===== src/rtl/mul_pkg.sv =====
// Shared constants and types for the sequential multiplier.
package mul_pkg;

  localparam int unsigned MUL_WIDTH = 32;
  localparam int unsigned MUL_CNT_W = $clog2(MUL_WIDTH);

  // {acc, mreg} datapath word at the default width: WIDTH+1 accumulator bits over WIDTH multiplier bits
  typedef logic [2*MUL_WIDTH:0] mul_word_t;

  // Controller state; busy is the RUN flag itself
  typedef enum logic {
    ST_IDLE = 1'b0,
    ST_RUN  = 1'b1
  } mul_state_t;

endpackage


===== src/rtl/mul_step.sv =====
// One shift-add multiplier iteration: conditional add (or subtract on the
// last signed step) of the multiplicand into acc, then shift {acc, mreg} right.
module mul_step
  import mul_pkg::*;
#(
  parameter int unsigned WIDTH = MUL_WIDTH
) (
  input  logic [WIDTH:0]   acc,
  input  logic [WIDTH-1:0] mreg,
  input  logic [WIDTH-1:0] mcand,
  input  logic             last,
  input  logic             sgn,
  output logic [2*WIDTH:0] next_c
);

  logic [WIDTH:0] addend;
  logic [WIDTH:0] sum;
  logic           msb;

  // Add/subtract the extended multiplicand and shift in the sign (or carry)
  always_comb begin
    addend = '0;
    if (mreg[0]) begin
      addend = {sgn & mcand[WIDTH-1], mcand};
    end
    if (last && sgn) begin
      sum = acc - addend;
    end else begin
      sum = acc + addend;
    end
    // unsigned: the carry lands in acc bit WIDTH-1 and the guard bit clears
    msb    = sgn ? sum[WIDTH] : 1'b0;
    next_c = {msb, sum, mreg[WIDTH-1:1]};
  end

endmodule


===== src/rtl/mul_seq.sv =====
// Sequential 32x32->64 shift-add multiplier with start/busy/done handshake.
// Optional MULTU support is compiled in with `define MUL_SEQ_UNSIGNED_EN.
module mul_seq
  import mul_pkg::*;
#(
  parameter int unsigned WIDTH = MUL_WIDTH
) (
  input  logic             clock,
  input  logic             resetn,
`ifdef MUL_SEQ_UNSIGNED_EN
  input  logic             is_signed,
`endif
  input  logic [WIDTH-1:0] a,
  input  logic [WIDTH-1:0] b,
  input  logic             start,
  output logic             busy,
  output logic             done,
  output logic [WIDTH-1:0] hi,
  output logic [WIDTH-1:0] lo
);

  localparam int unsigned CNT_W = (WIDTH > 1) ? $clog2(WIDTH) : 1;

  mul_state_t       state_q, state_d;
  logic [WIDTH:0]   acc_q, acc_d;
  logic [WIDTH-1:0] mreg_q, mreg_d;
  logic [WIDTH-1:0] mcand_q, mcand_d;
  logic [CNT_W-1:0] count_q, count_d;
  logic             sgn_q, sgn_d;
  logic             done_q, done_d;
  logic [WIDTH-1:0] hi_q, hi_d;
  logic [WIDTH-1:0] lo_q, lo_d;
  logic             sgn_in;
  logic             last;
  logic [2*WIDTH:0] step_c;

`ifdef MUL_SEQ_UNSIGNED_EN
  assign sgn_in = is_signed;
`else
  assign sgn_in = 1'b1;
`endif

  assign last = (count_q == CNT_W'(WIDTH - 1));

  mul_step #(.WIDTH(WIDTH)) u_step (
    .acc    (acc_q),
    .mreg   (mreg_q),
    .mcand  (mcand_q),
    .last   (last),
    .sgn    (sgn_q),
    .next_c (step_c)
  );

  // Next-state: start reloads from any state, RUN iterates and completes
  always_comb begin
    state_d = state_q;
    acc_d   = acc_q;
    mreg_d  = mreg_q;
    mcand_d = mcand_q;
    count_d = count_q;
    sgn_d   = sgn_q;
    done_d  = 1'b0;
    hi_d    = hi_q;
    lo_d    = lo_q;
    if (start) begin
      state_d = ST_RUN;
      acc_d   = '0;
      mreg_d  = b;
      mcand_d = a;
      count_d = '0;
      sgn_d   = sgn_in;
    end else begin
      case (state_q)
        ST_RUN: begin
          acc_d   = step_c[2*WIDTH:WIDTH];
          mreg_d  = step_c[WIDTH-1:0];
          count_d = count_q + CNT_W'(1);
          if (last) begin
            state_d = ST_IDLE;
            done_d  = 1'b1;
            hi_d    = step_c[2*WIDTH-1:WIDTH];
            lo_d    = step_c[WIDTH-1:0];
          end
        end
        default: ;
      endcase
    end
  end

  // State, datapath and result registers
  always_ff @(posedge clock or negedge resetn) begin
    if (!resetn) begin
      state_q <= ST_IDLE;
      acc_q   <= '0;
      mreg_q  <= '0;
      mcand_q <= '0;
      count_q <= '0;
      sgn_q   <= 1'b1;
      done_q  <= 1'b0;
      hi_q    <= '0;
      lo_q    <= '0;
    end else begin
      state_q <= state_d;
      acc_q   <= acc_d;
      mreg_q  <= mreg_d;
      mcand_q <= mcand_d;
      count_q <= count_d;
      sgn_q   <= sgn_d;
      done_q  <= done_d;
      hi_q    <= hi_d;
      lo_q    <= lo_d;
    end
  end

  assign busy = (state_q == ST_RUN);
  assign done = done_q;
  assign hi   = hi_q;
  assign lo   = lo_q;

endmodule

===== config.mk =====
export PLATFORM = sky130hd
export DESIGN_NAME = mul_seq
export DESIGN_NICKNAME = d
export VERILOG_FILES = /design/src/rtl/mul_pkg.sv /design/src/rtl/mul_step.sv /design/src/rtl/mul_seq.sv
export SDC_FILE = /design/constraint.sdc
export NUM_CORES = 1
export LEC_CHECK = 0
export CORE_ASPECT_RATIO = 0.6
export CORE_MARGIN = 2
export CORE_UTILIZATION = 35
export CTS_CLUSTER_DIAMETER = 120
export DETAILED_ROUTE_END_ITERATION = 8
export DONT_BUFFER_PORTS = 1
export PLACE_DENSITY = 0.51
export SETUP_SLACK_MARGIN = 0.3
export SYNTH_ARGS = -nofsm -noshare
export SYNTH_HDL_FRONTEND = slang
export SYNTH_HIERARCHICAL = 1
export SYNTH_SLANG_ARGS = --single-unit

===== constraint.sdc =====
create_clock -name clock -period 4.6 [get_ports clock]
set_input_delay 0.92 -clock clock [delete_from_list [all_inputs] [get_ports clock]]
set_output_delay 0.92 -clock clock [all_outputs]
set_load 0.02 [all_outputs]

* Word level (Yosys, flattened, before mapping)
Cells that the tools add are included.
Storage, ports and cells: bits of input ports 67, word-level logic and storage cells 29, output and inout bits 66, register bits 168
Operators by class: reductions and logical operators 2, equal/unequal tests 1, bitwise logic cells 1, add/subtract/negate cells 3, muxes and demuxes 14
Operators by type and width (number):
- 33-bit 2-to-1 mux | 4
- 32-bit 2-to-1 mux | 2
- 33-bit adder | 1
- 33-bit subtractor | 1
- 5-bit 2-to-1 mux | 2
- 1-bit 2-to-1 mux | 6
- 5-bit by 1-bit adder with 5-bit output, second input constant | 1
- 5-bit == test, second input constant | 1
- 3-bit AND reduction | 1
- 2-bit nonzero test | 1
- 1-bit inverter | 1

* Longest topological paths before layout
depth in word-level cells 5, mapped depth 23, gate-level depth less buffers 19

* Cells and area by module
The synthesis kept the hierarchy.
By module, submodules not included:
- mul_seq | area each 6847.8 um^2, instances 1, seq. area each 4204.0 um^2, cells an instance 477
- mul_step | area each 2911.5 um^2, instances 1, seq. area each 0.0 um^2, cells an instance 429

* Worst setup path after synthesis
No wires, ideal clock.
path type reg2reg, start point register mreg_q[0], end point register acc_q[32], cell stages (with the launch flop) 24, period minus slack after synthesis 4735 ps, required time 4528 ps, setup slack -135 ps, arrival 4662 ps, setup time 72 ps, path buffers 6, cell sequence dfrtp_1 buf_6 clkbuf_1 buf_1 nand2_1 ha_1 and2_1 clkbuf_1 nor2_1 or2_2 clkbuf_1 o211ai_1 ha_1 and2_2 a221oi_1 a21oi_1 o31ai_2 a31oi_2 a211oi_2 xnor3_1 nor2b_2 buf_4 mux2i_1 nor2_1
Between the ends: longest elaborated chain between the ends 5, elaborated cells between the ends (all ways) 6, those cells by class add/sub: 2; mux: 4
Ends and longest elaborated chain:
- from (decl) | line mul_seq.sv:26 | logic [WIDTH-1:0] mreg_q, mreg_d;
- from (signal assigned) | line mul_seq.sv:105 | mreg_q <= mreg_d;
- 33-bit 2-to-1 mux * | line mul_step.sv:23 | if (mreg[0]) begin
- 33-bit adder / 33-bit subtractor (equally long branches) | line mul_step.sv:29, mul_step.sv:27
- 33-bit 2-to-1 mux * | line mul_step.sv:26 | if (last && sgn) begin
- named net u_step.msb | line mul_step.sv:18 | logic msb;
- 33-bit 2-to-1 mux * | line mul_seq.sv:73 | case (state_q)
- 33-bit 2-to-1 mux * | line mul_seq.sv:65 | if (start) begin
- to (signal assigned) | line mul_seq.sv:94 | acc_q <= '0;
- to (signal assigned) | line mul_seq.sv:104 | acc_q <= acc_d;
- to (decl) | line mul_seq.sv:25 | logic [WIDTH:0] acc_q, acc_d;
The timed path passes the listed nets; every way through them passes the cells marked *. The select of a mux whose other input is x is not followed. A chain may end at the register's enable or synchronous reset.

* Final worst setup path
start point register count_q[1], end point register hi_q[21], in the netlist hi[21]
Between the ends: longest elaborated chain between the ends 2, elaborated cells between the ends (all ways) 3, those cells by class eq/ne: 1; mux: 1; reduce/logical: 1
Ends and longest elaborated chain:
- from (decl) | line mul_seq.sv:28 | logic [CNT_W-1:0] count_q, count_d;
- from (signal assigned) | line mul_seq.sv:107 | count_q <= count_d;
- 5-bit == test | line mul_seq.sv:43 | assign last = (count_q == CNT_W'(WIDTH - 1));
- named net last | line mul_seq.sv:34 | logic last;
- 33-bit 2-to-1 mux | line mul_step.sv:26
- named net step_c[53] | line mul_seq.sv:35 | logic [2*WIDTH:0] step_c;
- to (signal assigned) | line mul_seq.sv:110 | hi_q <= hi_d;
- to (decl) | line mul_seq.sv:31 | logic [WIDTH-1:0] hi_q, hi_d;
The timed path passes the listed nets, and every way through them passes these cells.

==> flow_metrics.env <==
export IMPL_status="finished, final reports clean"
export IMPL_vias=6560
export IMPL_yosys_area_top_type="dfrtp_1"
export IMPL_ant_nets=0
export IMPL_synth_seq_cells=168
export IMPL_detailed_place_hpwl_mm=17.1
export IMPL_antenna_found_initial=4
export IMPL_relSlewSlack=0.324
export IMPL_yosysWarningCount=6
export IMPL_rows=47
export IMPL_fin_crit_ns=4.14
export IMPL_worst_pin_slew_ns=1.01
export IMPL_drtIter0Drc=474
export IMPL_crit_cells=17
export IMPL_area_growth_pct=10.8
export IMPL_cts_tree="yes"
export IMPL_synth_edf_count=0
export IMPL_antenna_diode_count=0
export IMPL_seq_area_frac_synth=0.431
export IMPL_cts_buffers=17
export IMPL_yosys_top_cells_area="dfrtp_1 43%, mux2_4 7.5%, mux2i_1 7.1%"
export IMPL_crit_path_max_incr_delay_ns=0.38
export IMPL_grtUsageMet3=0.0587
export IMPL_avgSynthCellArea_um2=10.8
export IMPL_cp_slowest_cell="dfrtp_1"
export IMPL_power_mw=5.40
export IMPL_yosys_top_cells_count="168 x dfrtp_1, 77 x nor2_1, 72 x nand2_1"
export IMPL_dieArea_um2=29300
export IMPL_synth_distinct_cells=67
export IMPL_final_nets=1004
export IMPL_cts_hold_buf=0
export IMPL_grt_pass1_wl_mm=38.5
export IMPL_cts_root_buf="clkbuf_16"
export IMPL_post_route_period_util=0.900
export IMPL_clkSinkCount=168
export IMPL_initial_utilization=0.355
export IMPL_cp_max_fo=6
export IMPL_wirelength_mm=24.8
export IMPL_setup_violations_final=0
export IMPL_viasPerCell=5.13
export IMPL_layout_drive_gt1_share=0.243
export IMPL_met1_usage=0.291
export IMPL_vdd_ir_drop_max_mv=0.208
export IMPL_ys_flop_type="dfrtp_1"
export IMPL_cp_required_ns=4.92
export IMPL_tns_ns=0
export IMPL_min_path_type="in -> async"
export IMPL_die_w_um=220
export IMPL_grt_pass1_vias=6312
export IMPL_gp_congestion=0.864
export IMPL_worstSetupPathType="reg -> reg"
export IMPL_grt_total_usage=0.175
export IMPL_cp_cell_sequence="ha_2, and3_1, ha_4, and2_4, nor2_2, or2_2, o211ai_1, ha_1, and2_2, a221oi_4, nand2_1, a31o_2, or3_4, a41o_1, a21oi_2, xnor2_1, mux2_4"
export IMPL_netlist_area_leader_share=0.431
export IMPL_fillers=2678
export IMPL_synth_area_um2=9760
export IMPL_io_buffers=0
export IMPL_path_clk_slew_ns=0.07
export IMPL_post_drt_wl_per_cell_um=19.3
export IMPL_crit_arrival_ns=4.46
export IMPL_skew_ns=0.0131
export IMPL_p_leak_nw=5.48
export IMPL_synth_most_common_cell="dfrtp_1"
export IMPL_rsz0062_at_grt="false"
export IMPL_cts_buffer_depth=2
export IMPL_final_hold_viol_count=0
export IMPL_io_pins=133
export IMPL_grt_ovfl_total=0
export IMPL_ff2ff_path_depth=17
export IMPL_cp_start_kind="flip-flop"
export IMPL_endpoint_kind="flip-flop"
export IMPL_synthArstFlopShare=1.00
export IMPL_htreeDepth=4
export IMPL_busiest_layer="met1"
export IMPL_netlist_instances=906
export IMPL_cap_violations=0
export IMPL_met2_usage=0.205
export IMPL_max_freq_ghz=0.242
export IMPL_critPathTopFamily="simple AND/OR/NAND/NOR gates"
export IMPL_path_buf_inv=0
export IMPL_core_area_um2=27500
export IMPL_dr_pass1_iters=5
export IMPL_drc_errors=0
export IMPL_die_h_um=133
export IMPL_grt_max_degree=169
export IMPL_pwr_density_cell_nw_per_um2=499
export IMPL_drv_slew=0
export IMPL_clk_latency_ns=0.45
[per-layer routing]
| layer | wire length, µm | vias to the layer above |
|---|---|---|
| met5 | 41 | - |
| met4 | 215 | 6 |
| met3 | 1470 | 20 |
| met2 | 8990 | 146 |
| met1 | 14000 | 3183 |
| li1 | - | 3205 |
[sequential cells by signal (all words and copies together), names as in the netlist]
signal	count
mreg_q	32
done	1
hi	32
count_q	5
mcand_q	32
lo	32
busy	1
acc_q	33
[final timing paths]
kind / end / slack (ns) / start
min in group clock: acc_q[0]$_DFFE_PN0P_ / 0.53 / acc_q[0]$_DFFE_PN0P_
worst max-delay path: hi[21]$_DFFE_PN0P_ / 0.46 / count_q[1]$_DFFE_PN0P_
worst min-delay path: hi[14]$_DFFE_PN0P_ / 0.18 / resetn
max in group asynchronous: lo[7]$_DFFE_PN0P_ / 4.17 / resetn
worst min register to register: acc_q[0]$_DFFE_PN0P_ / 0.53 / acc_q[0]$_DFFE_PN0P_
worst max register to register: hi[21]$_DFFE_PN0P_ / 0.46 / count_q[1]$_DFFE_PN0P_
[what timing repair did]
item | in CTS | in global routing
setup buffers | 0 | 8
endpoints found under the setup margin | 23 | 31
resized for setup | 8 | 31
pin swaps | 2 | 16
[per-stage QoR]
stage	hold WS [ns]	std cells	worst slack [ns]	util	instance area, µm²
finish	0.175	1280	0.462	0.394	10800
global route	0.138	1280	0.283	0.394	10800
CTS	0.146	1272	0.327	0.387	10600
detailed placement	0.520	1241	0.0986	0.366	10000
global placement	0.512	1241	0.161	0.366	10000
floorplan	0.486	909	0.318	-	9780
[worst reg2reg max path: cells and delay by family, from the launching register on]
family / cells / cell delay (ns)
flops: 1 / 0.38
compound gates: 5 / 1.14
mux: 1 / 0.27
simple gates: 7 / 1.43
xor+xnor: 1 / 0.09
fa+ha+maj: 3 / 0.68
[report_power, final]
| part | internal (mW) | total [mW] | switching (mW) | leakage (nW) |
|---|---|---|---|---|
| sequential | 1.66 | 1.82 | 0.164 | 2.18 |
| combinational | 0.981 | 2.16 | 1.18 | 3.02 |
| clock | 0.788 | 1.42 | 0.630 | 0.283 |
[area by class of cell]
type / count / area, µm² / area share
clock buffers: 21 / 470 / 0.0435
multi-input cells: 658 / 5200 / 0.480
flip-flops and latches: 168 / 4210 / 0.389
repair buffers: 48 / 358 / 0.0331
inverters: 8 / 30.0 / 0.00278
well taps: 367 / 459 / 0.0425
clock inverters: 10 / 93.8 / 0.00868
[logic make-up (layout without fill, tap and decap cells)]
| logic type | after synthesis | after routing | synth area share |
|---|---|---|---|
| AND/OR/NAND/NOR | 225 | 225 | 0.106 |
| AO/OA/AOI/OAI | 182 | 182 | 0.119 |
| flip-flops | 168 | 168 | 0.431 |
| multiplexers | 166 | 166 | 0.202 |
| buffers and inverters | 83 | 87 | 0.0531 |
| XOR/XNOR | 45 | 45 | 0.0418 |
| adder cells (fa/ha/maj) | 36 | 36 | 0.0469 |
| other | 1 | 4 | 0.000384 |
[cell usage in the layout (no fill, tap or decap), types with 6 or more instances in the layout]
cell       instances
a21o_1            18
xor2_1            23
nor2b_1            7
o21ai_0           51
a31oi_1            7
nor2_1            75
dfrtp_1          167
ha_1              30
nand4_1            6
mux2_2            48
clkbuf_16         17
mux2_4            49
o211ai_1          10
inv_1              8
a21oi_2            6
mux2i_1           69
nand3_1           19
nand2_1           71
xnor2_1           21
buf_4             47
o21a_1             9
a21oi_1           43
No activity file was read; power rests on OpenSTA's default activity.
